File: config.mk
export PLATFORM = sky130hd
export DESIGN_NAME = char_select_arb
export DESIGN_NICKNAME = d
export VERILOG_FILES = /design/src/rtl/char_sel_pkg.sv /design/src/rtl/char_rr_pick.sv /design/src/rtl/char_select_arb.sv
export SDC_FILE = /design/constraint.sdc
export NUM_CORES = 1
export LEC_CHECK = 0
export ABC_AREA = 1
export BUFFER_PORTS_ARGS = -buffer_cell sky130_fd_sc_hd__buf_2
export CORE_MARGIN = 2
export CORE_UTILIZATION = 52
export DETAILED_ROUTE_END_ITERATION = 10
export PLACE_DENSITY_LB_ADDON = 0.3
export SETUP_SLACK_MARGIN = 0.3
export SKIP_CTS_REPAIR_TIMING = 1
export SYNTH_ARGS = -nofsm -noshare
export SYNTH_HDL_FRONTEND = slang
export SYNTH_HIERARCHICAL = 1
export SYNTH_SLANG_ARGS = --single-unit
File: constraint.sdc
create_clock -name clk -period 4.52 [get_ports clk]
set_clock_uncertainty 0.05 [all_clocks]
set_input_delay 0.452 -clock clk [delete_from_list [all_inputs] [get_ports clk]]
set_output_delay 0.452 -clock clk [all_outputs]
set_load 0.005 [all_outputs]
File: src/rtl/char_sel_pkg.sv
// Shared definitions for the enigma character selector: default width,
// channel-index width helper and selection-mode encoding.
package char_sel_pkg;

   localparam int DEF_DW = 8;

   typedef enum logic {
      MODE_FIXED = 1'b0,
      MODE_RR    = 1'b1
   } mode_e;

   // Channel-index width; a single channel pair still needs one bit.
   function automatic int idx_w(input int n);
      return (n <= 2) ? 1 : $clog2(n);
   endfunction

endpackage

File: src/rtl/char_rr_pick.sv
// Combinational channel picker: fixed priority from index 0, or
// round-robin search upward from a start index with wrap.
module char_rr_pick
   import char_sel_pkg::*;
#(
   parameter int NCH = 4,
   parameter int IW  = idx_w(NCH)
) (
   input  logic [NCH-1:0] req,
   input  logic [IW-1:0]  start,
   input  mode_e          mode,
   output logic [IW-1:0]  grant,
   output logic           any_req
);

   always_comb begin
      int unsigned j;
      grant   = '0;
      any_req = 1'b0;
      j       = 0;
      for (int unsigned k = 0; k < NCH; k++) begin
         j = (mode == MODE_RR) ? int'(start) + k : k;
         if (j >= NCH) j = j - NCH;
         if (!any_req && req[j[IW-1:0]]) begin
            grant   = j[IW-1:0];
            any_req = 1'b1;
         end
      end
   end

endmodule

File: src/rtl/char_select_arb.sv
// N-channel registered character selector with valid/ready handshake and
// transfer counter. Define CHAR_SELECT_SKID_EN for the one-entry skid build.
module char_select_arb
   import char_sel_pkg::*;
#(
   parameter int NCH = 4,
   parameter int DW  = DEF_DW,
   parameter int CW  = 16
) (
   input  logic                    clk,
   input  logic                    rst,
   input  logic                    rr_mode,
   input  logic [NCH-1:0]          in_valid,
   input  logic [NCH*DW-1:0]       in_data,
   output logic [NCH-1:0]          in_ready,
   output logic                    out_valid,
   output logic [DW-1:0]           out_data,
   output logic [idx_w(NCH)-1:0]   out_ch,
   input  logic                    out_ready,
   output logic [CW-1:0]           xfer_count
);

   localparam int IW = idx_w(NCH);

   logic [IW-1:0] last_grant;
   logic [IW-1:0] start;
   logic [IW-1:0] grant;
   logic          any_req;
   logic          slot_free;
   logic          accept_ok;
   logic          in_xfer;
   logic          out_xfer;
   logic [DW-1:0] sel_data;

`ifdef CHAR_SELECT_SKID_EN
   logic          skid_valid;
   logic [DW-1:0] skid_data;
   logic [IW-1:0] skid_ch;
`endif

   assign start = (last_grant == IW'(NCH - 1)) ? '0 : last_grant + 1'b1;

   char_rr_pick #(
      .NCH (NCH),
      .IW  (IW)
   ) u_pick (
      .req     (in_valid),
      .start   (start),
      .mode    (mode_e'(rr_mode)),
      .grant   (grant),
      .any_req (any_req)
   );

   always_comb begin
      sel_data = '0;
      for (int unsigned i = 0; i < NCH; i++) begin
         if (grant == i[IW-1:0]) sel_data = in_data[i*DW +: DW];
      end
   end

   assign slot_free = !out_valid || out_ready;
   assign out_xfer  = out_valid && out_ready;

`ifdef CHAR_SELECT_SKID_EN
   // Acceptance looks only at local skid state, breaking the out_ready path.
   assign accept_ok = !skid_valid;
`else
   assign accept_ok = slot_free;
`endif

   assign in_xfer = any_req && accept_ok && !rst;

   always_comb begin
      in_ready = '0;
      for (int unsigned i = 0; i < NCH; i++) begin
         in_ready[i] = in_xfer && (grant == i[IW-1:0]);
      end
   end

   always_ff @(posedge clk) begin
      if (rst) begin
         out_valid  <= 1'b0;
         out_data   <= '0;
         out_ch     <= '0;
         xfer_count <= '0;
         last_grant <= IW'(NCH - 1);
`ifdef CHAR_SELECT_SKID_EN
         skid_valid <= 1'b0;
         skid_data  <= '0;
         skid_ch    <= '0;
`endif
      end else begin
         if (out_xfer) xfer_count <= xfer_count + 1'b1;
         if (in_xfer)  last_grant <= grant;
`ifdef CHAR_SELECT_SKID_EN
         // A held skid entry always drains before any new input reaches the output.
         if (slot_free) begin
            if (skid_valid) begin
               out_valid  <= 1'b1;
               out_data   <= skid_data;
               out_ch     <= skid_ch;
               skid_valid <= 1'b0;
            end else if (in_xfer) begin
               out_valid <= 1'b1;
               out_data  <= sel_data;
               out_ch    <= grant;
            end else if (out_xfer) begin
               out_valid <= 1'b0;
            end
         end else if (in_xfer) begin
            skid_valid <= 1'b1;
            skid_data  <= sel_data;
            skid_ch    <= grant;
         end
`else
         if (in_xfer) begin
            out_valid <= 1'b1;
            out_data  <= sel_data;
            out_ch    <= grant;
         end else if (out_xfer) begin
            out_valid <= 1'b0;
         end
`endif
      end
   end

endmodule

**Word-level counts from Yosys, hierarchy flattened**

Cells that the tools add are included.

- Register bits: 29
- Bits in latches: 0
- Memory bits (writable): 0
- Bits in read-only memories: 0
- Input port bits: 40
- Output and inout port bits: 31
- Word-level logic and storage cells: 75
- Memories: 0

- Add/sub/neg operators: 9
- Multipliers: 0
- Div/mod/pow operators: 0
- Magnitude comparators: 8
- Equality and inequality tests: 4
- Shifts and indexed selects: 0
- Muxes and demuxes: 31
- Bitwise operators: 0
- Reduce and logical (&&, ||, !) cells: 18

Operator list:

| kind | count |
|---|---|
| 32-bit by 3-bit >= comparator with 1-bit output (second input constant) | 4 |
| 8-bit two-way mux | 4 |
| 2-bit two-way mux | 10 |
| 16-bit by 1-bit adder with 16-bit output (second input constant) | 1 |
| 2-bit by 3-bit less-than comparator with 1-bit output (second input constant) | 4 |
| 1-bit logical AND | 10 |
| 1-bit two-way mux | 10 |
| 3-bit two-way mux | 3 |
| 1-bit binary-select mux with 2-bit select | 4 |
| 2-bit by 1-bit subtractor with 2-bit output (second input constant) | 4 |
| 2-bit by 2-bit adder with 3-bit output (second input constant) | 2 |
| 2-bit == test (second input constant) | 3 |
| 1-bit zero test | 5 |
| 2-bit by 1-bit adder with 3-bit output (second input constant) | 1 |
| 2-bit by 1-bit adder with 2-bit output (second input constant) | 1 |
| 2-bit by 1-bit == test with 1-bit output (second input constant) | 1 |
| 2-bit zero test | 1 |
| 2-bit nonzero test | 1 |
| 1-bit logical OR | 1 |

**Depth between registers and ports, before layout**

- Depth after elaboration: 22
- Gate-level depth with buffers: 17
- Gate-level depth less buffers: 17

**Modules after synthesis**

Netlist, hierarchy kept.

Modules (own cells, without submodules):

| module | instances | cells an instance | area each (um^2) | seq. area each (um^2) |
|---|---|---|---|---|
| char_select_arb | 1 | 215 | 1,508.9 | 580.6 |
| char_rr_pick | 1 | 51 | 244.0 | 0.0 |

**Worst setup path after synthesis**

Ideal clock, no wire load.

- Kind: register -> output
- Start: register last_grant[0]
- End: output in_ready[1]
- Arrival time: 1.856 ns
- Data required time: 4.018 ns
- Setup slack: 2.162 ns
- Stages on the path, launching flop included: 13
- Buffers on the path: 0
- Path through: dfxtp_1 -> ha_1 -> nor2_1 -> nand2_2 -> nand2_1 -> nand2_2 -> nand2_2 -> nand2_2 -> nor2_4 -> nand4_1 -> nand3_1 -> nand2_1 -> nor2_1

- Elaborated cells on any way between the ends: 48

RTL lines:

| element | line | text |
|---|---|---|
| from (decl) | char_select_arb.sv:25 | `logic [IW-1:0] last_grant;` |
| from (signal assigned) | char_select_arb.sv:86 | `last_grant <= IW'(NCH - 1);` |
| from (signal assigned) | char_select_arb.sv:94 | `if (in_xfer) last_grant <= grant;` |
| 2-bit by 1-bit adder with 2-bit output / 2-bit == test (equally long branches) | char_select_arb.sv:41 | `assign start = (last_grant == IW'(NCH - 1)) ? '0 : last_grant + 1'b1;` |
| 2-bit two-way mux (*) | char_select_arb.sv:41 |  |
| via start[0] | char_select_arb.sv:26 | `logic [IW-1:0] start;` |
| branches (longest 14 deep; another with 32-bit by 3-bit >= comparator with 1-bit output) | n/a |  |
| 2-bit two-way mux (*) | char_rr_pick.sv:24 | `if (!any_req && req[j[IW-1:0]]) begin` |
| via grant[0] | char_select_arb.sv:27 | `logic [IW-1:0] grant;` |
| 2-bit by 1-bit == test with 1-bit output (*) | char_select_arb.sv:76 | `in_ready[i] = in_xfer && (grant == i[IW-1:0]);` |
| 1-bit logical AND (*) | char_select_arb.sv:76 |  |
| to (decl) | char_select_arb.sv:15 | `output logic [NCH-1:0] in_ready,` |

Mark *: on every way through the listed nets, which the timed path passes. The select of a mux whose other input is x is not followed.

**Worst setup path in the final report**

- Start: register last_grant[0]
- End: output in_ready[2]

- Elaborated cells on any way between the ends: 48

RTL lines:

| element | line |
|---|---|
| 2-bit by 1-bit adder with 2-bit output / 2-bit == test (equally long branches) | char_select_arb.sv:41 |
| 2-bit two-way mux (*) | char_select_arb.sv:41 |
| via start[0] | char_select_arb.sv:26 |
| branches (longest 14 deep; another with 32-bit by 3-bit >= comparator with 1-bit output) | n/a |
| 2-bit two-way mux (*) | char_rr_pick.sv:24 |
| via grant[1] | char_select_arb.sv:27 |
| 2-bit == test (*) | char_select_arb.sv:76 |
| 1-bit logical AND (*) | char_select_arb.sv:76 |

Marks and branches as above.

==> results.ini <==
[logic_synthesis]
ys_async_sr_fraction = 0
synth_warnings = 6
yosysTopAreaCell = dfxtp_1
synth_ff_type = dfxtp_1
netlist_top_cells_area = dfxtp_1, nand2_1, nand3_1
synth_top_area_frac = 0.3312
ys_types = 28
synthTopCellsByCount = nand2_1, nand3_1, dfxtp_1, nor2_1
ys_seq_area_frac = 0.3312
synth-edff-count = 0
netlist_instances = 266
syn_area_sq_um = 1753
yosysMostFrequentCell = nand2_1
ys_ff_latch = 29
avgSynthCellArea_sq_um = 6.590
synth_nets = 308

[finish]
fin_nets = 379
antenna_cells = 0
area_growth_pct = 23.98
final_cell_count_no_fill = 384
drive_gt1_frac = 0.3314

[route]
viasPerCell = 4.898
drc = 0
num_vias = 1881
drtPass1Iterations = 4
drtAntennaViolNets = 0
wire_per_inst_um = 10.10
drt_iter0_drc = 81
drt_wl_total_um = 3880

[critical_path]
critPathArrivalTime_ns = 2.59
slowest_stage = nand3_1
cp-start-kind = flop
crit_start = last_grant[0]
worst_setup_path_end_kind = output pin
crit_type = flop to output pin
crit_fanout = 9
critical-path-top-delay-family = simple AND/OR/NAND/NOR gates
crit_buf_inv = 1
required_ns = 4.02
cpPeakStageDelay_ns = 0.34
crit_chain = ha_1 > nor2_1 > nand2_2 > nand2_1 > nand2_1 > nand3_1 > nand2_2 > nor2_4 > nand3_1 > nand3_1 > nand2_1 > nor2_1 > buf_2
regToRegStartpoint = last_grant[0]

[cts]
root_buffer = clkbuf_4
cts_tree = built
clk_path_buf_depth = 2
clk_latency_ns = 0.34
clk_pin_slew_ns = 0.08
clock-sinks = 29
h-tree-depth = 2
cts_made_buffers = 5

[pwr]
intPower_mw = 0.5559
p_leak_nw = 1.087
pwr-share-clk = 0.147
switching_share = 0.4527
power.density_nw_per_um2 = 467.4
vdd_drop_max_uv = 288.6
comb_power_share = 0.533
power_switching_mw = 0.4599
seqPwrFrac = 0.321

[global_routing]
gr-total-overflow = 0
grt_pass1_wl_um = 6313
grt_pass1_vias = 1562
grt_max_degree = 24
antenna_found_initial = 0
grt_usage = 0.2240

[timing]
slew_violations = 0
finalSetupTns_ns = 0
hold_viol = 0
maxSlewHeadroom = 0.5623
tightest_slew_ns = 0.6558
period_share = 0.6832
max_freq_ghz = 0.3238
rsz0062_at_grt = no
fin_crit_ns = 3.088
setup_violations = 0

[die]
io_pins = 71
core_area_sq_um = 3284
die_h_um = 62.06
dieArea_sq_um = 3851
placement_rows = 21
initial_core_util = 0.5337
die_w_um = 62.06

[placed_design]
hpwl_um = 3065
placedCellCount = 376
port_buffers = 70
place.gp.congestion = 0.8751

[run]
drv_cap = 0

[hold_path]
hold_class = input pin to flop
hold_start = in_data[26]

[status]
outcome = finished, final reports clean

layout make-up:
type,instances,area (sq um)
Multi-Input combinational cell,203,1027
Clock inverter,2,10.01
Tap cell,46,57.56
Timing Repair Buffer,70,350.3
Fill cell,326,1111
Sequential cell,29,580.6
Clock buffer,6,41.29
Inverter,28,106.4
cell families after synthesis:
kind of cell	Yosys count	synth area share
AOI/OAI and AO/OA	34	0.1056
xor gates and xnor gates	2	0.009995
adders and majority gates	2	0.01427
buffers and inverters	34	0.08279
DFF	29	0.3312
and+or+nand+nor	165	0.4561
flip-flops by register name, indices dropped and copies added (netlist names):
name / cells
out_ch: 2
out_valid: 1
last_grant: 2
out_data: 8
xfer_count: 16
placed cells by master (no fill, tap or decap), types with 7 or more instances in the layout:
| master | count |
|---|---|
| nand2_1 | 76 |
| nand2_2 | 9 |
| inv_1 | 18 |
| nor2_1 | 21 |
| dfxtp_1 | 29 |
| buf_2 | 70 |
| a21oi_1 | 18 |
| nand4_1 | 7 |
| o21ai_1 | 10 |
| nand3_1 | 35 |
stage by stage:
stage               total power, mW    util  cell area [sq um]  hold slack (ns)  setup slack, ns
floorplan                    0.7551       -               1753           0.4001            2.162
global placement             0.8695  0.6461               2122           0.3984            1.838
detailed placement           0.8755  0.6461               2122           0.3981            1.793
CTS                           1.024  0.6617               2173           0.3196            1.421
global route                  1.131  0.6617               2173           0.3064            1.108
finish                        1.016  0.6617               2173           0.3229            1.432
power groups by stage:
stage | Combinational, mW | Sequential, mW | Clock, mW
2_1_floorplan | 0.423 | 0.332 | 0
3_3_place_gp | 0.537 | 0.332 | 0
3_5_place_dp | 0.543 | 0.332 | 0
4_1_cts | 0.546 | 0.327 | 0.151
5_1_grt | 0.633 | 0.332 | 0.165
6_report | 0.541 | 0.326 | 0.149
metal layers:
metal,vias to the layer above,wire [um],track usage
met1,813,1718,0.2709
met4,0,54,0.07295
met2,49,1910,0.3735
met5,-,0,0
li1,1013,-,-
met3,6,197,0.07453
worst register-to-register path: cells and delay by family (launching register included):
family          cells  cell delay, ns
fa+ha+maj           1            0.19
simple gates        9            1.58
compound gates      3            0.38
flops               1            0.33
buf+inv             1            0.06
path summary, 6_finish.rpt:
path,slack [ns],cells after the start,endpoint
min reg2reg,0.41,2,xfer_count[6]
max,1.43,13,in_ready[2]
max reg2reg,1.88,14,out_data[7]
min,0.32,3,out_data[2]
Note: power is estimated with default switching activity, not from simulation.
